===== src/rtl/rvcpu_pkg.sv =====
// Shared register-file constants and the init-sweep state encoding.
package rvcpu_pkg;

    localparam int XLEN       = 32;
    localparam int NUM_REGS   = 32;
    localparam int REG_ADDR_W = $clog2(NUM_REGS);

    // INIT sweeps the array to zero after reset; READY is the operating state.
    typedef enum logic {
        RF_INIT  = 1'b0,
        RF_READY = 1'b1
    } rf_state_e;

endpackage


===== src/rtl/regfile_mp_if.sv =====
// Bundle of read, write and reservation signals between the pipeline and the register file.
// There is no back-pressure: the register file samples every input on every READY cycle,
// and rd_data / rd_busy are combinational functions of the current-cycle inputs.
interface regfile_mp_if #(
    parameter int XLEN     = 32,
    parameter int NUM_REGS = 32,
    parameter int NUM_RD   = 2,
    parameter int NUM_WR   = 1
);
    import rvcpu_pkg::*;

    localparam int AW = $clog2(NUM_REGS);

    logic                   init_done;
    logic [NUM_RD*AW-1:0]   rd_addr;
    logic [NUM_RD*XLEN-1:0] rd_data;
    logic [NUM_RD-1:0]      rd_busy;
    logic [NUM_WR-1:0]      wr_en;
    logic [NUM_WR*AW-1:0]   wr_addr;
    logic [NUM_WR*XLEN-1:0] wr_data;
    logic                   rsv_en;
    logic [AW-1:0]          rsv_addr;
    rf_state_e              dbg_state;

    modport master (
        output rd_addr, wr_en, wr_addr, wr_data, rsv_en, rsv_addr,
        input  init_done, rd_data, rd_busy, dbg_state
    );

    modport slave (
        input  rd_addr, wr_en, wr_addr, wr_data, rsv_en, rsv_addr,
        output init_done, rd_data, rd_busy, dbg_state
    );

endinterface


===== src/rtl/regfile_scoreboard.sv =====
// Busy-bit scoreboard: reservations mark a register as having an outstanding producer,
// writebacks release it. Reservation wins over release on the same register.
module regfile_scoreboard #(
    parameter int NUM_REGS = 32,
    parameter int NUM_RD   = 2,
    parameter int NUM_WR   = 1,
    parameter int AW       = $clog2(NUM_REGS)
) (
    input  logic                 clk,
    input  logic                 rst,
    input  logic                 en,
    input  logic [NUM_WR-1:0]    wr_en,
    input  logic [NUM_WR*AW-1:0] wr_addr,
    input  logic                 rsv_en,
    input  logic [AW-1:0]        rsv_addr,
    input  logic [NUM_RD*AW-1:0] rd_addr,
    output logic [NUM_RD-1:0]    rd_busy
);

    logic [NUM_REGS-1:0] busy;
    logic [NUM_REGS-1:0] busy_nxt;

    // Next busy vector: releases first, then reservations override them; x0 never busy.
    always_comb begin
        busy_nxt = busy;
        if (en) begin
            for (int j = 0; j < NUM_WR; j++) begin
                if (wr_en[j]) begin
                    busy_nxt[wr_addr[j*AW +: AW]] = 1'b0;
                end
            end
            if (rsv_en && (rsv_addr != '0)) begin
                busy_nxt[rsv_addr] = 1'b1;
            end
        end
        busy_nxt[0] = 1'b0;
    end

    // Busy register, cleared by reset so the sweep starts with nothing outstanding.
    always_ff @(posedge clk or posedge rst) begin
        if (rst) begin
            busy <= '0;
        end else begin
            busy <= busy_nxt;
        end
    end

    for (genvar gi = 0; gi < NUM_RD; gi++) begin : g_rd_busy
        logic [AW-1:0] addr;
        logic          wr_hit;

        // A write landing this cycle supplies the data through the bypass, so it is not stale.
        always_comb begin
            addr   = rd_addr[gi*AW +: AW];
            wr_hit = 1'b0;
            for (int j = 0; j < NUM_WR; j++) begin
                if (wr_en[j] && (wr_addr[j*AW +: AW] == addr)) begin
                    wr_hit = 1'b1;
                end
            end
        end

        assign rd_busy[gi] = en & busy[addr] & ~wr_hit;
    end

endmodule


===== src/rtl/regfile_mp.sv =====
// Multi-port integer register file with write-to-read bypass, busy scoreboard and a
// zero-init sweep after reset. x0 always reads zero and ignores writes.
// The interface instance must be parameterised with the same XLEN/NUM_REGS/NUM_RD/NUM_WR.
module regfile_mp
    import rvcpu_pkg::*;
#(
    parameter int XLEN     = rvcpu_pkg::XLEN,
    parameter int NUM_REGS = rvcpu_pkg::NUM_REGS,
    parameter int NUM_RD   = 2,
    parameter int NUM_WR   = 1
) (
    input  logic         clk,
    input  logic         rst,
    regfile_mp_if.slave  bus
);

    localparam int AW = $clog2(NUM_REGS);
    localparam logic [AW-1:0] LAST_REG = AW'(NUM_REGS - 1);

    rf_state_e         state;
    rf_state_e         state_nxt;
    logic [AW-1:0]     init_ptr;
    logic [AW-1:0]     init_ptr_nxt;
    logic              ready;
    logic [NUM_WR-1:0] wr_en_eff;

    logic [XLEN-1:0] mem [NUM_REGS];

    assign ready         = (state == RF_READY);
    assign wr_en_eff     = ready ? bus.wr_en : '0;
    assign bus.init_done = ready;
    assign bus.dbg_state = state;

    // Init FSM state and sweep pointer; the sweep starts at x1 since x0 is never stored.
    always_ff @(posedge clk or posedge rst) begin
        if (rst) begin
            state    <= RF_INIT;
            init_ptr <= AW'(1);
        end else begin
            state    <= state_nxt;
            init_ptr <= init_ptr_nxt;
        end
    end

    // Walk the pointer up to the last register, then settle in READY until the next reset.
    always_comb begin
        state_nxt    = state;
        init_ptr_nxt = init_ptr;
        if (state == RF_INIT) begin
            init_ptr_nxt = init_ptr + AW'(1);
            if (init_ptr == LAST_REG) begin
                state_nxt    = RF_READY;
                init_ptr_nxt = init_ptr;
            end
        end
    end

    // Array writes: sweep zeros during INIT; in READY later ports overwrite earlier ones.
    always_ff @(posedge clk) begin
        if (state == RF_INIT) begin
            mem[init_ptr] <= '0;
        end else begin
            for (int j = 0; j < NUM_WR; j++) begin
                if (wr_en_eff[j] && (bus.wr_addr[j*AW +: AW] != '0)) begin
                    mem[bus.wr_addr[j*AW +: AW]] <= bus.wr_data[j*XLEN +: XLEN];
                end
            end
        end
    end

    for (genvar gi = 0; gi < NUM_RD; gi++) begin : g_rd_port
        logic [AW-1:0]   addr;
        logic [XLEN-1:0] val;

        // Read mux: array value, overridden by the highest same-cycle writer, forced to 0 for x0/INIT.
        always_comb begin
            addr = bus.rd_addr[gi*AW +: AW];
            val  = mem[addr];
            for (int j = 0; j < NUM_WR; j++) begin
                if (wr_en_eff[j] && (bus.wr_addr[j*AW +: AW] == addr)) begin
                    val = bus.wr_data[j*XLEN +: XLEN];
                end
            end
            if (!ready || (addr == '0)) begin
                val = '0;
            end
        end

        assign bus.rd_data[gi*XLEN +: XLEN] = val;
    end

    regfile_scoreboard #(
        .NUM_REGS (NUM_REGS),
        .NUM_RD   (NUM_RD),
        .NUM_WR   (NUM_WR),
        .AW       (AW)
    ) u_scoreboard (
        .clk      (clk),
        .rst      (rst),
        .en       (ready),
        .wr_en    (bus.wr_en),
        .wr_addr  (bus.wr_addr),
        .rsv_en   (bus.rsv_en),
        .rsv_addr (bus.rsv_addr),
        .rd_addr  (bus.rd_addr),
        .rd_busy  (bus.rd_busy)
    );

endmodule

===== src/flat_wrapper.sv =====
// flat-port wrapper written by rule: the top's interface ports become plain ports
module regfile_mp_flat import rvcpu_pkg::*;
#(
    parameter int XLEN     = rvcpu_pkg::XLEN,
    parameter int NUM_REGS = rvcpu_pkg::NUM_REGS,
    parameter int NUM_RD   = 2,
    parameter int NUM_WR   = 1
)
  (clk, rst, bus_rd_addr, bus_wr_en, bus_wr_addr, bus_wr_data, bus_rsv_en, bus_rsv_addr, bus_init_done, bus_rd_data, bus_rd_busy, bus_dbg_state);
  regfile_mp_if #(.XLEN(XLEN), .NUM_REGS(NUM_REGS), .NUM_RD(NUM_RD), .NUM_WR(NUM_WR)) bus_i ();
  input  logic clk;
  input  logic rst;
  input wire logic [$bits(bus_i.rd_addr)-1:0] bus_rd_addr;
  input wire logic [$bits(bus_i.wr_en)-1:0] bus_wr_en;
  input wire logic [$bits(bus_i.wr_addr)-1:0] bus_wr_addr;
  input wire logic [$bits(bus_i.wr_data)-1:0] bus_wr_data;
  input wire logic [$bits(bus_i.rsv_en)-1:0] bus_rsv_en;
  input wire logic [$bits(bus_i.rsv_addr)-1:0] bus_rsv_addr;
  output wire logic [$bits(bus_i.init_done)-1:0] bus_init_done;
  output wire logic [$bits(bus_i.rd_data)-1:0] bus_rd_data;
  output wire logic [$bits(bus_i.rd_busy)-1:0] bus_rd_busy;
  output wire logic [$bits(bus_i.dbg_state)-1:0] bus_dbg_state;
  assign bus_i.rd_addr = bus_rd_addr;
  assign bus_i.wr_en = bus_wr_en;
  assign bus_i.wr_addr = bus_wr_addr;
  assign bus_i.wr_data = bus_wr_data;
  assign bus_i.rsv_en = bus_rsv_en;
  assign bus_i.rsv_addr = bus_rsv_addr;
  assign bus_init_done = bus_i.init_done;
  assign bus_rd_data = bus_i.rd_data;
  assign bus_rd_busy = bus_i.rd_busy;
  assign bus_dbg_state = bus_i.dbg_state;
  regfile_mp #(.XLEN(XLEN), .NUM_REGS(NUM_REGS), .NUM_RD(NUM_RD), .NUM_WR(NUM_WR)) u_core (.clk(clk), .rst(rst), .bus(bus_i));
endmodule

===== config.mk =====
export PLATFORM = sky130hd
export DESIGN_NAME = regfile_mp_flat
export DESIGN_NICKNAME = d
export VERILOG_FILES = /design/src/rtl/rvcpu_pkg.sv /design/src/rtl/regfile_mp_if.sv /design/src/rtl/regfile_scoreboard.sv /design/src/rtl/regfile_mp.sv /design/src/flat_wrapper.sv
export SDC_FILE = /design/constraint.sdc
export NUM_CORES = 1
export LEC_CHECK = 0
export CAP_MARGIN = 0
export CELL_PAD_IN_SITES_DETAIL_PLACEMENT = 0
export CELL_PAD_IN_SITES_GLOBAL_PLACEMENT = 1
export CORE_MARGIN = 1.5
export CORE_UTILIZATION = 50
export CTS_CLUSTER_SIZE = 12
export DETAILED_ROUTE_END_ITERATION = 10
export PLACE_DENSITY_LB_ADDON = 0.1
export SETUP_SLACK_MARGIN = 0.2
export SLEW_MARGIN = 15
export SYNTH_ARGS = -nofsm -noshare
export SYNTH_HDL_FRONTEND = slang
export SYNTH_SLANG_ARGS = --single-unit

===== constraint.sdc =====
create_clock -name clk -period 5.4 [get_ports clk]
set_input_delay 1.62 -clock clk [delete_from_list [all_inputs] [get_ports clk]]
set_output_delay 1.62 -clock clk [all_outputs]
set_load 0.02 [all_outputs]

==> results of run 1 <==
[layout make-up]
| class | instances | area, um2 |
|---|---|---|
| timing repair buffer | 662 | 7959 |
| inverter | 16 | 60.06 |
| sequential | 1061 | 31680 |
| tap | 1287 | 1610 |
| clock buffer | 146 | 3013 |
| multi-input combinational | 1313 | 18680 |
| fill | 6746 | 35300 |
| clock inverter | 53 | 410.4 |
| antenna | 1 | 2.502 |
[logic make-up (layout without fill, tap and decap cells)]
logic type,after synthesis,count (layout)
other,0,1
xor gates and xnor gates,13,13
buffers and inverters,228,877
and+or+nand+nor,358,358
DFF,1061,1061
muxes,593,593
AOI/OAI and AO/OA,347,347
adders and majority gates,2,2
[state kept, by name (all words and copies together), names as in the netlist]
name                      cells
u_core.bus.dbg_state          1
u_core.mem                 1024
u_core.init_ptr               5
u_core.u_scoreboard.busy     31
[final timing paths]
check	slack [ns]	to
max in group asynchronous	3.69	u_core.init_ptr[0]
worst min-delay path	0.54	u_core.u_scoreboard.busy[17]
min in group asynchronous	1.34	u_core.u_scoreboard.busy[26]
worst max-delay path	0.05	bus_rd_data[39]
worst min register to register	0.54	u_core.u_scoreboard.busy[17]
worst max register to register	1.78	u_core.mem[9][24]
[power by group]
| group | internal (mW) | total (mW) | switching, mW |
|---|---|---|---|
| logic | 1.06 | 2.28 | 1.22 |
| registers | 9.09 | 9.12 | 0.0307 |
| clock network | 4.18 | 7.34 | 3.17 |
| total | 14.3 | 18.7 | 4.42 |
[layer usage]
metal | part of all wire | up-vias
met3 | 0.095 | 420
met5 | 0.000076 | -
met1 | 0.36 | 17040
li1 | - | 12420
met4 | 0.049 | 2
met2 | 0.49 | 2099
[cell usage after synthesis (all sizes together) (2+ instances only)]
| cell | n | share of area |
|---|---|---|
| dfrtp | 36 | 0.018 |
| mux2 | 29 | 0.0065 |
| nor4 | 33 | 0.0043 |
| o21ai | 111 | 0.011 |
| nand2b | 7 | 0.00088 |
| nand2 | 63 | 0.0047 |
| o22ai | 36 | 0.0045 |
| clkbuf | 83 | 0.0062 |
| mux2i | 15 | 0.0030 |
| o2111a | 18 | 0.0041 |
| xor2 | 7 | 0.0012 |
| a41o | 2 | 0.00040 |
| nor3b | 3 | 0.00045 |
| or3b | 3 | 0.00053 |
| o22a | 5 | 0.00088 |
| nand3b | 6 | 0.00090 |
| nor3 | 2 | 0.00020 |
| nor2b | 16 | 0.0020 |
| o221ai | 14 | 0.0025 |
| or3 | 2 | 0.00035 |
| nand3 | 30 | 0.0030 |
| and2 | 34 | 0.0043 |
| nand4b | 2 | 0.00035 |
| edfxtp | 1024 | 0.62 |
| and3 | 11 | 0.0014 |
| a22oi | 118 | 0.018 |
| a221oi | 14 | 0.0025 |
| buf | 129 | 0.015 |
| a31oi | 6 | 0.0011 |
| xnor2 | 6 | 0.0011 |
| inv | 16 | 0.0012 |
| mux4 | 549 | 0.25 |
| a211oi | 11 | 0.0017 |
| nor2 | 139 | 0.010 |
| nand4 | 4 | 0.00050 |
| a21oi | 3 | 0.00030 |
| ha | 2 | 0.00050 |
[worst max-delay path: cells and delay by family]
family,cells,cell delay [ns]
buffers and inverters,9,1.14
and+or+nand+nor,3,0.31
muxes,1,0.43
AOI/OAI and AO/OA,1,0.21
[what timing repair did]
action	4_1_cts	5_1_grt
setup endpoints to repair	66	52
gates cloned	13	4
gates resized for setup	614	109
hold buffers	0	0
pin swaps	96	76
buffers inserted	87	39
==> summary.txt, run 1 <==
Status
  • Status: finished, final reports clean

Global routing
  • First-pass GRT wire length: 241,200 um
  • Met1 Resource Use GR: 0.4522
  • Met3 GRT Util: 0.05887
  • GR Util met2: 0.5523
  • Gr busiest metal: met2
  • Total gr overflow: 0
  • Overall routing resource usage: 0.3390
  • Largest net degree at the start of global routing: 38
  • Vias in the first global route: 32.24k
  • Initial antenna violation count: 4

STA
  • Setup Skew: 0.01455 ns
  • # setup viols final: 0
  • Fin Setup TNS: 0 ns
  • Worst Max-Slew Pin Slew: 1.057 ns
  • Final Hold Fails: 0
  • Final Slew Violations: 0
  • Tmin final: 5.350 ns
  • Fmax: 0.1869 GHz
  • Final WS setup: 0.05029 ns
  • Min Hold Slack: 0.5392 ns
  • Max-slew headroom: 0.2956
  • RSZ-0062 raised after global routing: yes
  • Fin crit share: 0.9907

Placed design
  • # port buffers: 123
  • Global placement routability congestion: 0.8671
  • Placed inst area: 56,790 um2
  • Post-DP HPWL: 105,700 um
  • Placed insts: 4,196
  • Setup WS pre-CTS: -0.6276 ns

Logic synthesis
  • Post-synth top flop: edfxtp_1
  • Combinational family with the most area after synthesis: multiplexers
  • Avg Inst Size Synth: 19.19 um2
  • Synth Area in Compound Gates: 0.04830
  • Post-synthesis mux area share: 0.2571
  • Synth Instances: 2,602
  • Sequential area share after synthesis: 0.6343
  • Netlist Area Pre-Place: 49,940 um2
  • Simple-Gate Fraction of Synth Area: 0.03470
  • Count of cell types in the netlist: 59
  • Synth Warn #: 0
  • Number of flops mapped to enable cells by yosys: 1,024
  • Fraction of the mapped netlist area in adder cells: 0.0005011
  • Synth Register Bits: 1,061
  • Synth Area in XOR/XNOR: 0.002280
  • Mapped Nets: 2,660
  • FFs w/ async S/R, synth: 0.03487

Final layout
  • Post-Route Utilization: 0.6424
  • Final Net Count: 3,224
  • Layout area overhead: 26.97%
  • Commonest cells after routing, fill and taps aside: edfxtp_1 (1,024), mux4_2 (549), buf_4 (314)
  • Final Cell Area: 63,410 um2
  • Final non-filler cell total: 4,539
  • Ratio of cells with drive above 1 in the final layout: 0.4922
  • Most common cell after layout, fill and taps aside: edfxtp_1

Die
  • Core Area: 98,710 um2
  • Starting Density: 0.5059
  • Die H: 319.0 um
  • I/O pin count: 124
  • Die X: 319.0 um
  • DIE AREA: 101,800 um2
  • Rows: 115

Worst setup path
  • R2R cell count: 7
  • Most used cell, CP: buf_16
  • CP Data Required Time: 3.78 ns
  • Crit-path slowest cell: mux4_2
  • Crit path from: bus_rd_addr[5]
  • Crit Path Class: in2out
  • Reg-to-reg startpoint: u_core.bus.dbg_state
  • Delay of the slowest critical-path stage: 0.43 ns
  • Worst setup EP type: primary output
  • WP data arrival: 3.73 ns
  • CP Max Fanout: 8
  • Crit-path cells: buf_16, buf_8, buf_16, buf_12, buf_16, buf_8, buf_6, buf_6, mux4_2, a22oi_2, nand2_2, nor2_4, nor4_4, buf_4
  • Startpoint types: input pin

Clocking
  • Clock sinks: 1,061
  • Worst-skew pair later-pin latency: 0.69 ns
  • CTS tree: built
  • Clock Tree Buf Depth: 3
  • Root buffer cell: clkbuf_16
  • CTS Buf Count: 112
  • CTS HTree Levels: 3
  • CTS clk-pin slew, worst paths: 0.06 ns

Run
  • Max_cap viols: 0

Drt
  • DR vias/cell: 7.047
  • Initial DRC count: 3,940
  • Vias after detailed routing: 31.99k
  • DRC Markers: 0
  • DRT Pass-1 Iters: 5
  • Wire per inst: 37.82 um
  • Post-Route WL: 171,600 um
  • Post-route antenna net violation count: 0

Worst hold path
  • Hold Path Cell Cnt: 2
  • Hold Startpoint: u_core.u_scoreboard.busy[17]
  • HP Class: reg2reg

Power
  • Power density cells: 295.5 nW/um2
  • Leakage power figure: 22.49 nW
  • Overall power after layout: 18.74 mW
  • VDD IR max: 0.2930 mV
(Power assumes the default switching activity.)
==> run 2: changes to the inputs <==
--- a/config.mk
+++ b/config.mk
@@ -12,6 +12,7 @@
 export CORE_UTILIZATION = 50
 export CTS_CLUSTER_SIZE = 12
 export DETAILED_ROUTE_END_ITERATION = 10
+export GPL_ROUTABILITY_DRIVEN = 0
 export PLACE_DENSITY_LB_ADDON = 0.1
 export SETUP_SLACK_MARGIN = 0.2
 export SLEW_MARGIN = 15
==> results of run 2 <==
The final DEF is identical to that of run 1; final timing and power are the same.
==> run 3: changes to the inputs <==
--- a/config.mk
+++ b/config.mk
@@ -18,4 +18,5 @@
 export SLEW_MARGIN = 15
 export SYNTH_ARGS = -nofsm -noshare
 export SYNTH_HDL_FRONTEND = slang
+export SYNTH_HIERARCHICAL = 1
 export SYNTH_SLANG_ARGS = --single-unit
==> summary.txt, run 3 <==
Status
  • Status: finished, final reports clean

Clocking
  • Root buffer cell: clkbuf_16
  • Worst-skew pair later-pin latency: 0.70 ns (about the same)
  • CTS tree: built
  • CTS Buf Count: 114 (+1.8%)
  • Count of hold-fix buffers inserted at cts: 0 (unchanged)
  • Clock sinks: 1,061 (unchanged)
  • CTS HTree Levels: 3 (unchanged)
  • Clock Tree Buf Depth: 3 (unchanged)
  • CTS clk-pin slew, worst paths: 0.06 ns (about the same)

Global routing
  • Largest net degree at the start of global routing: 37 (-2.6%)
  • First-pass GRT wire length: 257,300 um (+6.7%)
  • Initial antenna violation count: 0 (-4)
  • Vias in the first global route: 35.73k (+11%)
  • Total gr overflow: 0 (unchanged)
  • Overall routing resource usage: 0.3493 (+0.01023)

STA
  • Setup Skew: 0.02335 ns (+0.008796 ns)
  • RSZ-0062 raised after global routing: yes
  • Final Slew Violations: 0 (unchanged)
  • Final WS setup: 0.02977 ns (-0.02052 ns)
  • Worst Max-Slew Pin Slew: 1.081 ns (+0.02487 ns)
  • Final Hold Fails: 0 (unchanged)
  • # setup viols final: 0 (unchanged)
  • Max-slew headroom: 0.2790 (-0.01658)
  • Fmax: 0.1862 GHz (-0.38%)
  • Fin crit share: 0.9945 (+0.003800)
  • Min Hold Slack: 0.5282 ns (-0.01099 ns)
  • Tmin final: 5.370 ns (+0.02052 ns)

Placed design
  • # port buffers: 123 (unchanged)
  • Setup WS pre-CTS: -0.4727 ns (+0.1549 ns)
  • Placed inst area: 58,290 um2 (+2.6%)
  • Post-DP HPWL: 108,800 um (+2.9%)

Run
  • Max_cap viols: 0 (unchanged)

Drt
  • DR vias/cell: 6.895 (-2.2%)
  • Wl on met1: 68,750 um (+10%)
  • Initial DRC count: 4,456 (+13%)
  • Vias after detailed routing: 35.65k (+11%)
  • DRT Pass-1 Iters: 7 (+2)
  • Wire per inst: 35.83 um (-5.2%)
  • Post-Route WL: 185,300 um (+7.9%)
  • Met3 routed WL: 19,020 um (+16%)
  • Post-route antenna net violation count: 0 (unchanged)
  • Highest metal used: met4
  • DRC Markers: 0 (unchanged)
  • Met2 wire length: 87,180 um (+3.2%)

Final layout
  • Layout area overhead: 26.95% (about the same)
  • Top flop regs: u_core/mem (1024), u_core/u_scoreboard/busy (31), u_core/init_ptr (5)
  • Final Net Count: 3,773 (+17%)
  • Largest Register: u_core/mem
  • Ratio of cells with drive above 1 in the final layout: 0.3787 (-0.1134)
  • Max reg flops: 1,024 (unchanged)
  • Final Cell Area: 65,520 um2 (+3.3%)
  • Most common cell after layout, fill and taps aside: edfxtp_1
  • Post-Route Utilization: 0.6421 (about the same)
  • Commonest cells after routing, fill and taps aside: edfxtp_1 (1,024), buf_4 (394), mux2i_1 (354)
  • Antenna diode count: 0 (-1)

Logic synthesis
  • Post-synth top flop: edfxtp_1
  • Share of the synthesized area in the top cell type: 0.5958 (-0.01991)
  • Number of flops mapped to enable cells by yosys: 1,024 (unchanged)
  • Synth area leaders: edfxtp_1 (60%), mux4_2 (15%), mux2i_1 (7.1%), a221oi_1 (2.3%), dfrtp_1 (1.7%)
  • Top cell type by total area after synthesis: edfxtp_1
  • Avg Inst Size Synth: 16.66 um2 (-13%)
  • Count of cell types in the netlist: 73 (+24%)
  • Netlist Area Pre-Place: 51,610 um2 (+3.3%)
  • Most frequent cell after synthesis: edfxtp_1
  • Synth Register Bits: 1,061 (unchanged)
  • Synth Instances: 3,098 (+19%)
  • Mapped Nets: 3,156 (+19%)
  • Synth Warn #: 6 (+6)
  • FFs w/ async S/R, synth: 0.03487 (unchanged)
  • Synth top cells by count: edfxtp_1 (1,024), mux2i_1 (366), mux4_2 (341), nand2_1 (164), a221oi_1 (137)
  • Sequential area share after synthesis: 0.6138 (-0.02051)

Worst setup path
  • Startpoint types: input pin
  • CP Max Fanout: 8 (unchanged)
  • CP Data Required Time: 3.78 ns (about the same)
  • WP data arrival: 3.75 ns (+0.02 ns)
  • Crit Path Class: in2out
  • Crit-path slowest cell: o211ai_1
  • Most used cell, CP: buf_16
  • Crit-path cells: buf_16, buf_16, buf_16, buf_12, mux2i_1, a221oi_2, a21boi_1, a2bb2oi_2, buf_4, o211ai_1, buf_4
  • Delay of the slowest critical-path stage: 0.38 ns (-0.05 ns)
  • Worst setup EP type: primary output

Power
  • Sequential share of power: 0.480 (-0.007)
  • Net Sw Frac: 0.2430 (+0.007175)
  • Overall power after layout: 19.02 mW (+1.5%)
  • VDD IR max: 0.3081 mV (+5.2%)
  • Leakage power figure: 24.31 nW (+8.1%)
  • Clock Power Share: 0.385 (-0.007)
  • Net Switching: 4.621 mW (+4.6%)
  • Power density cells: 290.3 nW/um2 (-1.8%)
  • Combinational fraction of design power: 0.136 (+0.015)
  • Internal power: 14.40 mW (+0.53%)

Die
  • Starting Density: 0.5058 (about the same)
  • I/O pin count: 124 (unchanged)
  • Die X: 324.3 um (+1.6%)
  • Rows: 117 (+1.7%)
  • DIE AREA: 105,200 um2 (+3.3%)
  • Die H: 324.3 um (+1.6%)
  • Core Area: 102,000 um2 (+3.4%)

Worst hold path
  • HP Class: reg2reg
run 3: changes by cell type in the layout (fill, tap and decap cells not counted), sizes merged, moves of 77 or more:
cell,before,now
nor2,139,62
mux4,549,351
mux2i,15,366
buf,609,688
a221o,0,86
nand2,63,164
a221oi,14,137
run 3: timing repair:
item	in CTS	in global routing
gates cloned	21	11
setup buffers	73	68
resized for setup	431	261
pin swaps	50	73
setup endpoints to repair	66	65
run 3: cells by family (layout without fill, tap and decap cells):
| kind of cell | after synthesis | after routing | share of synthesized area |
|---|---|---|---|
| XOR/XNOR | 23 | 23 | 0.003903 |
| adder cells (fa/ha/maj) | 2 | 2 | 0.0004848 |
| multiplexers | 725 | 725 | 0.2266 |
| buffers and inverters | 279 | 983 | 0.03074 |
| AO/OA/AOI/OAI | 593 | 593 | 0.08495 |
| AND/OR/NAND/NOR | 415 | 415 | 0.03952 |
| flip-flops | 1061 | 1061 | 0.6138 |
run 3: final timing paths:
check / to / slack (ns) / startpoint / cells after the start
min in group asynchronous: u_core/init_ptr[4] / 1.26 / rst / 2
hold / removal: u_core/u_scoreboard/busy[1] / 0.53 / u_core/u_scoreboard/busy[1] / 2
hold reg to reg: u_core/u_scoreboard/busy[1] / 0.53 / u_core/u_scoreboard/busy[1] / 2
setup reg to reg: u_core/mem[20][26] / 1.84 / u_core/bus.dbg_state / 5
max in group asynchronous: u_core/u_scoreboard/busy[10] / 3.53 / rst / 2
setup / recovery: bus_rd_data[12] / 0.03 / bus_rd_addr[0] / 11
run 3: per-layer routing:
layer	track usage	vias to the layer above
met5	0	-
met4	0.1740	0
met3	0.07079	496
met2	0.5523	2215
met1	0.4631	18660
li1	-	14280
run 3: layout make-up:
class | instances | area, um2
clock buffers | 139 | 2989
clock inverters | 64 | 425.4
fillers | 7179 | 36520
inverters | 25 | 98.84
multi-input cells | 1758 | 19660
flip-flops and latches | 1061 | 31680
well taps | 1368 | 1712
repair buffers | 755 | 8954
run 3: worst max-delay path: cells and delay by family:
family / cells / cell delay, ns
compound gates: 4 / 0.99
buf+inv: 6 / 0.96
mux: 1 / 0.12
run 3: metrics by stage:
stage,setup TNS (ns),cells
after floorplan,0,3098
final,0,5170
after global routing,0,5170
after global placement,-23.30,4794
after CTS,0,5091
after detailed placement,-22.06,4794
run 3: power groups by stage:
| stage | clock network (mW) | registers, mW | logic [mW] |
|---|---|---|---|
| floorplan | 0 | 9.28 | 1.16 |
| global placement | 0 | 9.29 | 2.14 |
| detailed placement | 0 | 9.29 | 2.16 |
| CTS | 7.39 | 9.12 | 2.36 |
| global route | 7.69 | 9.12 | 2.66 |
| finish | 7.32 | 9.12 | 2.58 |
